--- src/rtl/mmap_pkg.sv ---
// Shared constants and types for the branch-statistics read window.
package mmap_pkg;

  localparam logic [15:0] BASE_ADDR_DEF = 16'hC008;

  localparam logic [2:0] OFF_BR    = 3'd0;
  localparam logic [2:0] OFF_HIT   = 3'd1;
  localparam logic [2:0] OFF_MISPR = 3'd2;
  localparam logic [2:0] OFF_STAT  = 3'd3;
  localparam logic [2:0] OFF_TIMER = 3'd4;

  localparam int ST_EN          = 0;
  localparam int ST_BR_WRAP     = 1;
  localparam int ST_HIT_WRAP    = 2;
  localparam int ST_MISPR_WRAP  = 3;
  localparam int ST_TIMER_WRAP  = 4;
  localparam int ST_SNAP_VLD    = 5;

  typedef struct packed {
    logic [9:0] rsvd;
    logic       snap_vld;
    logic       timer_wrap;
    logic       mispr_wrap;
    logic       hit_wrap;
    logic       br_wrap;
    logic       stats_en;
  } stat_word_t;

endpackage

--- src/rtl/mmap_stats_rd_wrap_detect.sv ---
// Previous-value register plus sticky wrap flag; a wrap on the same edge
// as a clear keeps the flag set so the event is never lost.
module wrap_detect #(
  parameter int DW = 16
) (
  input  logic          clk,
  input  logic          rst_n,
  input  logic [DW-1:0] cur,
  input  logic          clr,
  output logic          flag
);

  logic [DW-1:0] prev_q, prev_d;
  logic          flag_q, flag_d;
  logic          wrap;

  always_comb begin
    prev_d = cur;
    wrap   = (prev_q == {DW{1'b1}}) && (cur == '0);
    flag_d = flag_q;
    if (clr)  flag_d = 1'b0;
    if (wrap) flag_d = 1'b1;
  end

  always_ff @(posedge clk or negedge rst_n) begin
    if (!rst_n) begin
      prev_q <= '0;
      flag_q <= 1'b0;
    end else begin
      prev_q <= prev_d;
      flag_q <= flag_d;
    end
  end

  assign flag = flag_q;

endmodule

--- src/rtl/mmap_stats_rd.sv ---
// Read-side responder for the branch-statistics window: coherent snapshot
// on an offset-0 read, sticky wrap flags cleared by a status read.
module mmap_stats_rd
  import mmap_pkg::*;
#(
  parameter logic [15:0] BASE_ADDR = BASE_ADDR_DEF,
  parameter int          DW        = 16
) (
  input  logic          clk,
  input  logic          rst_n,
  input  logic          re,
  input  logic [15:0]   addr,
  input  logic          stats_en,
  input  logic [DW-1:0] br_cnt,
  input  logic [DW-1:0] hit_cnt,
  input  logic [DW-1:0] mispr_cnt,
  input  logic [DW-1:0] timer,
  output logic [DW-1:0] rdata,
  output logic          rd_vld,
  output logic          in_window
);

  logic [2:0]    off;
  logic          stat_rd;
  logic          br_wrap, hit_wrap, mispr_wrap, timer_wrap;
  stat_word_t    stat;

  logic [DW-1:0] rdata_q, rdata_d;
  logic          rd_vld_q, rd_vld_d;
  logic [DW-1:0] hit_snap_q, hit_snap_d;
  logic [DW-1:0] mispr_snap_q, mispr_snap_d;
  logic [DW-1:0] timer_snap_q, timer_snap_d;
  logic          snap_vld_q, snap_vld_d;

  assign in_window = re && (addr[15:3] == BASE_ADDR[15:3]);
  assign off       = addr[2:0] - BASE_ADDR[2:0];
  assign stat_rd   = in_window && (off == OFF_STAT);

  wrap_detect #(.DW(DW)) u_wrap_br (
    .clk(clk), .rst_n(rst_n), .cur(br_cnt), .clr(stat_rd), .flag(br_wrap));
  wrap_detect #(.DW(DW)) u_wrap_hit (
    .clk(clk), .rst_n(rst_n), .cur(hit_cnt), .clr(stat_rd), .flag(hit_wrap));
  wrap_detect #(.DW(DW)) u_wrap_mispr (
    .clk(clk), .rst_n(rst_n), .cur(mispr_cnt), .clr(stat_rd), .flag(mispr_wrap));
  wrap_detect #(.DW(DW)) u_wrap_timer (
    .clk(clk), .rst_n(rst_n), .cur(timer), .clr(stat_rd), .flag(timer_wrap));

  always_comb begin
    stat            = '0;
    stat.stats_en   = stats_en;
    stat.br_wrap    = br_wrap;
    stat.hit_wrap   = hit_wrap;
    stat.mispr_wrap = mispr_wrap;
    stat.timer_wrap = timer_wrap;
    stat.snap_vld   = snap_vld_q;

    rdata_d      = '0;
    rd_vld_d     = in_window;
    hit_snap_d   = hit_snap_q;
    mispr_snap_d = mispr_snap_q;
    timer_snap_d = timer_snap_q;
    snap_vld_d   = snap_vld_q;

    if (in_window) begin
      case (off)
        OFF_BR: begin
          // Live branch count plus a same-edge capture of the others.
          rdata_d      = br_cnt;
          hit_snap_d   = hit_cnt;
          mispr_snap_d = mispr_cnt;
          timer_snap_d = timer;
          snap_vld_d   = 1'b1;
        end
        OFF_HIT:   rdata_d = hit_snap_q;
        OFF_MISPR: rdata_d = mispr_snap_q;
        OFF_STAT: begin
          rdata_d    = DW'(stat);
          snap_vld_d = 1'b0;
        end
        OFF_TIMER: rdata_d = timer_snap_q;
        default:   rdata_d = '0;
      endcase
    end
  end

  always_ff @(posedge clk or negedge rst_n) begin
    if (!rst_n) begin
      rdata_q      <= '0;
      rd_vld_q     <= 1'b0;
      hit_snap_q   <= '0;
      mispr_snap_q <= '0;
      timer_snap_q <= '0;
      snap_vld_q   <= 1'b0;
    end else begin
      rdata_q      <= rdata_d;
      rd_vld_q     <= rd_vld_d;
      hit_snap_q   <= hit_snap_d;
      mispr_snap_q <= mispr_snap_d;
      timer_snap_q <= timer_snap_d;
      snap_vld_q   <= snap_vld_d;
    end
  end

  assign rdata  = rdata_q;
  assign rd_vld = rd_vld_q;

endmodule

--- config.mk ---
export PLATFORM = sky130hd
export DESIGN_NAME = mmap_stats_rd
export DESIGN_NICKNAME = d
export VERILOG_FILES = /design/src/rtl/mmap_pkg.sv /design/src/rtl/mmap_stats_rd_wrap_detect.sv /design/src/rtl/mmap_stats_rd.sv
export SDC_FILE = /design/constraint.sdc
export NUM_CORES = 1
export LEC_CHECK = 0
export CELL_PAD_IN_SITES_DETAIL_PLACEMENT = 1
export CELL_PAD_IN_SITES_GLOBAL_PLACEMENT = 1
export CORE_MARGIN = 2
export CORE_UTILIZATION = 33
export DETAILED_ROUTE_END_ITERATION = 10
export HOLD_SLACK_MARGIN = 0.08
export PLACE_DENSITY = 0.63
export SYNTH_ARGS = -nofsm -noshare
export SYNTH_HDL_FRONTEND = slang
export SYNTH_HIERARCHICAL = 1
export SYNTH_SLANG_ARGS = --single-unit
export TNS_END_PERCENT = 1
--- constraint.sdc ---
create_clock -name clk -period 4.1 [get_ports clk]
set_clock_uncertainty 0.05 [all_clocks]
set_input_delay 1.23 -clock clk [delete_from_list [all_inputs] [get_ports clk]]
set_output_delay 1.23 -clock clk [all_outputs]
set_load 0.1 [all_outputs]
==> reports/summary.md <==
Setup repair after global routing left no endpoint under its margin. Number of synthesized register bits: 134. The fraction of final layout cells sized beyond drive strength 1 works out to 0.2244.

The die is 127.4 um wide. Hold path endpoint: hit_snap_q[0]$_DFFE_PN0P_. The largest area contributor in the netlist was sky130_fd_sc_hd__dfrtp_1.

For the max-slew violation count, the log shows 0. The startpoint identified for the worst register-to-register timing path is u_wrap_timer/prev_q[11]$_DFF_PN0_. For the hold-fix buffer count after cts, the log shows 0. The endpoint of the worst-slack reg-to-reg timing path was u_wrap_timer/flag$_DFFE_PN0P_. Endpoint kind of the worst setup timing path: an output port. The floorplan has 45 rows. The total power divided by cell area is 456.7 mW/mm2, and the detailed-route DRC error count is 0. The fraction of registers with async set/reset is 1.000, and the maximum number of pins on one net before global-route repair is 94.

The congestion estimate from routability-driven global placement came to 0.7341. The utilization of the core after routing came out at 0.4604. The first global-routing pass estimated 21.18 mm of wire. For the required time reported for the critical path endpoint, the log shows 2.82 ns.

The number of global-route vias before repair was 3,724. IR analysis of the VDD net gives a maximum drop of 0.3170 mV. TritonCTS built the clock tree. For this run, the slowest stage of the critical path takes 0.55 ns. The floorplan step set the die height to 127.4 um.

The number of enable-type register cells in the synthesized netlist came out at 0. The run gives 0 as the number of diodes. The floorplan step defined a core boundary enclosing 0.01503 mm2. The min-delay analysis places its worst path in the category flop to flop. The element type at the critical path start is an input port.

Data arrives at the worst endpoint at 2.79 ns. From synthesis to final layout, the design area changed by 37.75%. The run finished with clean final reports. In this run the register-to-register setup slack is 2.60 ns. The mean routed wirelength per cell was 20.60 um.

For the pin with the worst max-slew slack, the measured transition is 1.009 ns. Yosys attributes the largest share of cell area to sky130_fd_sc_hd__dfrtp_1 67%, sky130_fd_sc_hd__mux2_2 10%, sky130_fd_sc_hd__a22oi_1 3.3%, sky130_fd_sc_hd__o22a_1 2.8%, sky130_fd_sc_hd__mux2_4 2.7%. Of all nets on the critical path, the largest fanout is 2. The final critical-path share of the clock period was 0.9931; the H-tree depth reported by CTS was 4. The area share of the largest cell type after synthesis came out at 0.6673.

The Yosys step of the flow raised 6 warnings. In this run the remaining antenna-violating nets after routing total 0. Walking the worst path, the cells encountered are clkdlybuf4s50_1 -> or4_4 -> nor4_4 -> buf_12. The cell with the biggest individual delay on the critical path was sky130_fd_sc_hd__or4_4. The routed design could run at a clock period as short as 4.072 ns. Summing every instance area after synthesis gives 0.005025 mm2.

Average footprint of a synthesized cell: 15.09 um2. In this run, distinct cell masters in the synthesized netlist total 29. The number of CTS-inserted buffers is 17. The most common flop cell mapped by yosys was sky130_fd_sc_hd__dfrtp_1. The first detailed-routing pass ran for 4 iterations. The detailed router placed 3,274 vias in this run. The max-slew headroom at the worst pin was 0.3255; the number of violations of the max-capacitance limit was 0.

The sequential share of the synthesized area was 0.6673. The root buffer cell chosen for the clock tree is sky130_fd_sc_hd__clkbuf_16. Origin of the worst min-delay path: hit_snap_q[0]$_DFFE_PN0P_.

Global routing usage summed across all routing layers: 0.1765. The critical path in this run is classified as input port to output port. The insertion delay of the later-clocked pin in the worst-skew pair is 0.41 ns, and the leakage power of the design is 3.051 nW. The instance count along the most critical hold path was 1. The clock net in this run drives a total of 134 sinks.

The number of buffers and inverters on the critical path works out to 2. Derived from the worst setup path, the maximum achievable clock frequency is 245.6 MHz. The number of cells on the worst reg-to-reg path is 3.

Detailed placement finished with a half-perimeter wire length of 9.555 mm. After detailed placement, the design holds a cell count of 615. For the routed wire length, the log shows 13.33 mm. The final count of negative-setup-slack endpoints was 0; the overall overflow remaining after global route was 0.

The tools report the number of cells in the finished layout apart from fillers as 647. Dividing the detail-routed via count by the number of cells gives 5.060. The clock edge transition at the registers on the reported setup and hold paths was 0.06 ns. The run gives 188 as the number of DRC violations after detailed-routing iteration 0.

The count of endpoints failing hold in the final timing report is 0, and the net count after synthesis is 417. For the post-cts repair resize count, the log shows 0. Grouping stages by cell kind, the critical path spends the most delay in simple AND/OR/NAND/NOR gates. In this run the count of I/O pins placed on the die edge is 102. The count of input and output buffers came out at 101. The logs give 0 for the number of antenna violations at the first check in global routing and 2 for the maximum root-to-sink buffer count.

Post-CTS timing repair inserted 0 buffers for setup. The initial cell density of the core is 0.3342, and the die area is 0.01623 mm2. In the final design database the tool counted 530 nets. Post-synthesis cell count: 333.
## registers in the layout (all words and copies together) (netlist names), 16 cells and up
| register | count |
|---|---|
| hit_snap_q | 16 |
| mispr_snap_q | 16 |
| rdata | 16 |
| timer_snap_q | 16 |
| u_wrap_br/prev_q | 16 |
| u_wrap_hit/prev_q | 16 |
| u_wrap_mispr/prev_q | 16 |
| u_wrap_timer/prev_q | 16 |
## worst register-to-register path: stages, from the launching register on
cell                      delay (ns)
sky130_fd_sc_hd__dfrtp_1        0.31
sky130_fd_sc_hd__or4b_1         0.42
sky130_fd_sc_hd__or4_1          0.54
sky130_fd_sc_hd__o22ai_2        0.11
## per-stage QoR
step | cell area [um2] | setup TNS, ns | setup WS [ns] | hold slack, ns | total power [W]
after global placement | 6296 | 0 | 0.09689 | 0.4348 | 0.001576
after detailed placement | 6296 | 0 | 0.03377 | 0.4442 | 0.001582
after floorplan | 5025 | -0.1336 | -0.1336 | 0.4254 | 0.001427
after CTS | 6922 | 0 | 0.03270 | 0.4572 | 0.003208
after global routing | 6922 | 0 | 0.002333 | 0.4776 | 0.003286
final | 6922 | 0 | 0.02823 | 0.4531 | 0.003161
## kinds of logic after synthesis
logic type             synth area share
muxes                            0.1477
AOI/OAI and AO/OA               0.07271
buffers and inverters           0.02017
and+or+nand+nor                 0.09213
DFF                              0.6673
## how the worst max path moves through the flow
stage	startpoint	end	slack (ns)	depth (start not counted)
2_1_floorplan	addr[6]	in_window	-0.13	2
3_3_place_gp	addr[6]	in_window	0.1	4
3_5_place_dp	addr[6]	in_window	0.03	4
4_1_cts	addr[6]	in_window	0.03	4
5_1_grt	addr[6]	in_window	0.002	4
6_report	addr[6]	in_window	0.03	4
## placed cells by master (no fill, tap or decap)
master                            count
sky130_fd_sc_hd__clkdlybuf4s50_1     99
sky130_fd_sc_hd__clkbuf_16           17
sky130_fd_sc_hd__buf_4                9
sky130_fd_sc_hd__a22oi_1             22
sky130_fd_sc_hd__nand4b_1             5
sky130_fd_sc_hd__buf_12               3
sky130_fd_sc_hd__or4b_1               4
sky130_fd_sc_hd__or4_4                1
sky130_fd_sc_hd__nor4_1               8
sky130_fd_sc_hd__nor2b_1              2
sky130_fd_sc_hd__nor4b_1              4
sky130_fd_sc_hd__o22ai_2              4
sky130_fd_sc_hd__nand2_1              1
sky130_fd_sc_hd__and4b_1              4
sky130_fd_sc_hd__nand2_2              1
sky130_fd_sc_hd__nand2b_1             1
sky130_fd_sc_hd__nand4_1             12
sky130_fd_sc_hd__clkbuf_8             3
sky130_fd_sc_hd__nor2_1              18
sky130_fd_sc_hd__nor4_4               1
sky130_fd_sc_hd__mux2i_1             10
sky130_fd_sc_hd__and3_1               1
sky130_fd_sc_hd__bufinv_16            4
sky130_fd_sc_hd__dfrtp_1            134
sky130_fd_sc_hd__mux2_4               9
sky130_fd_sc_hd__clkbuf_1             3
sky130_fd_sc_hd__or4_1                5
sky130_fd_sc_hd__o21ai_0              2
sky130_fd_sc_hd__clkinvlp_4           1
sky130_fd_sc_hd__or2_2                1
sky130_fd_sc_hd__o22a_1              16
sky130_fd_sc_hd__mux2_2              45
sky130_fd_sc_hd__inv_1                5
sky130_fd_sc_hd__clkinv_2             4
## power by group
group          leakage, nW  internal (W)  switching [W]
registers             1.70       0.00136     0.00000887
logic                 1.05     0.0000988      0.0000920
clock network        0.307       0.00106       0.000544
total                 3.05       0.00252       0.000645
## final cells by class
cell class              count  area [um2]
inverters                   5       18.77
clock inverters             9       147.6
clock buffers              23       478.0
well taps                 188       235.2
fillers                  1481        8112
flip-flops and latches    134        3353
repair buffers            111        1119
multi-input cells         177        1570
## synthesized netlist by cell type (all sizes together), types with 5 or more instances
| master | instances |
|---|---|
| dfrtp | 134 |
| buf | 6 |
| clkbuf | 11 |
| mux2i | 10 |
| nor4 | 9 |
| or4 | 6 |
| inv | 5 |
| a22oi | 22 |
| nand4b | 5 |
| nand4 | 12 |
| o22a | 16 |
| mux2 | 54 |
| nor2 | 18 |
## per-layer routing
metal	wire length, um	track usage
met5	0	0
met4	162	0.05365
met3	618	0.05695
met2	6591	0.2844
met1	5958	0.2287
Power figures use the tool's default switching activity.
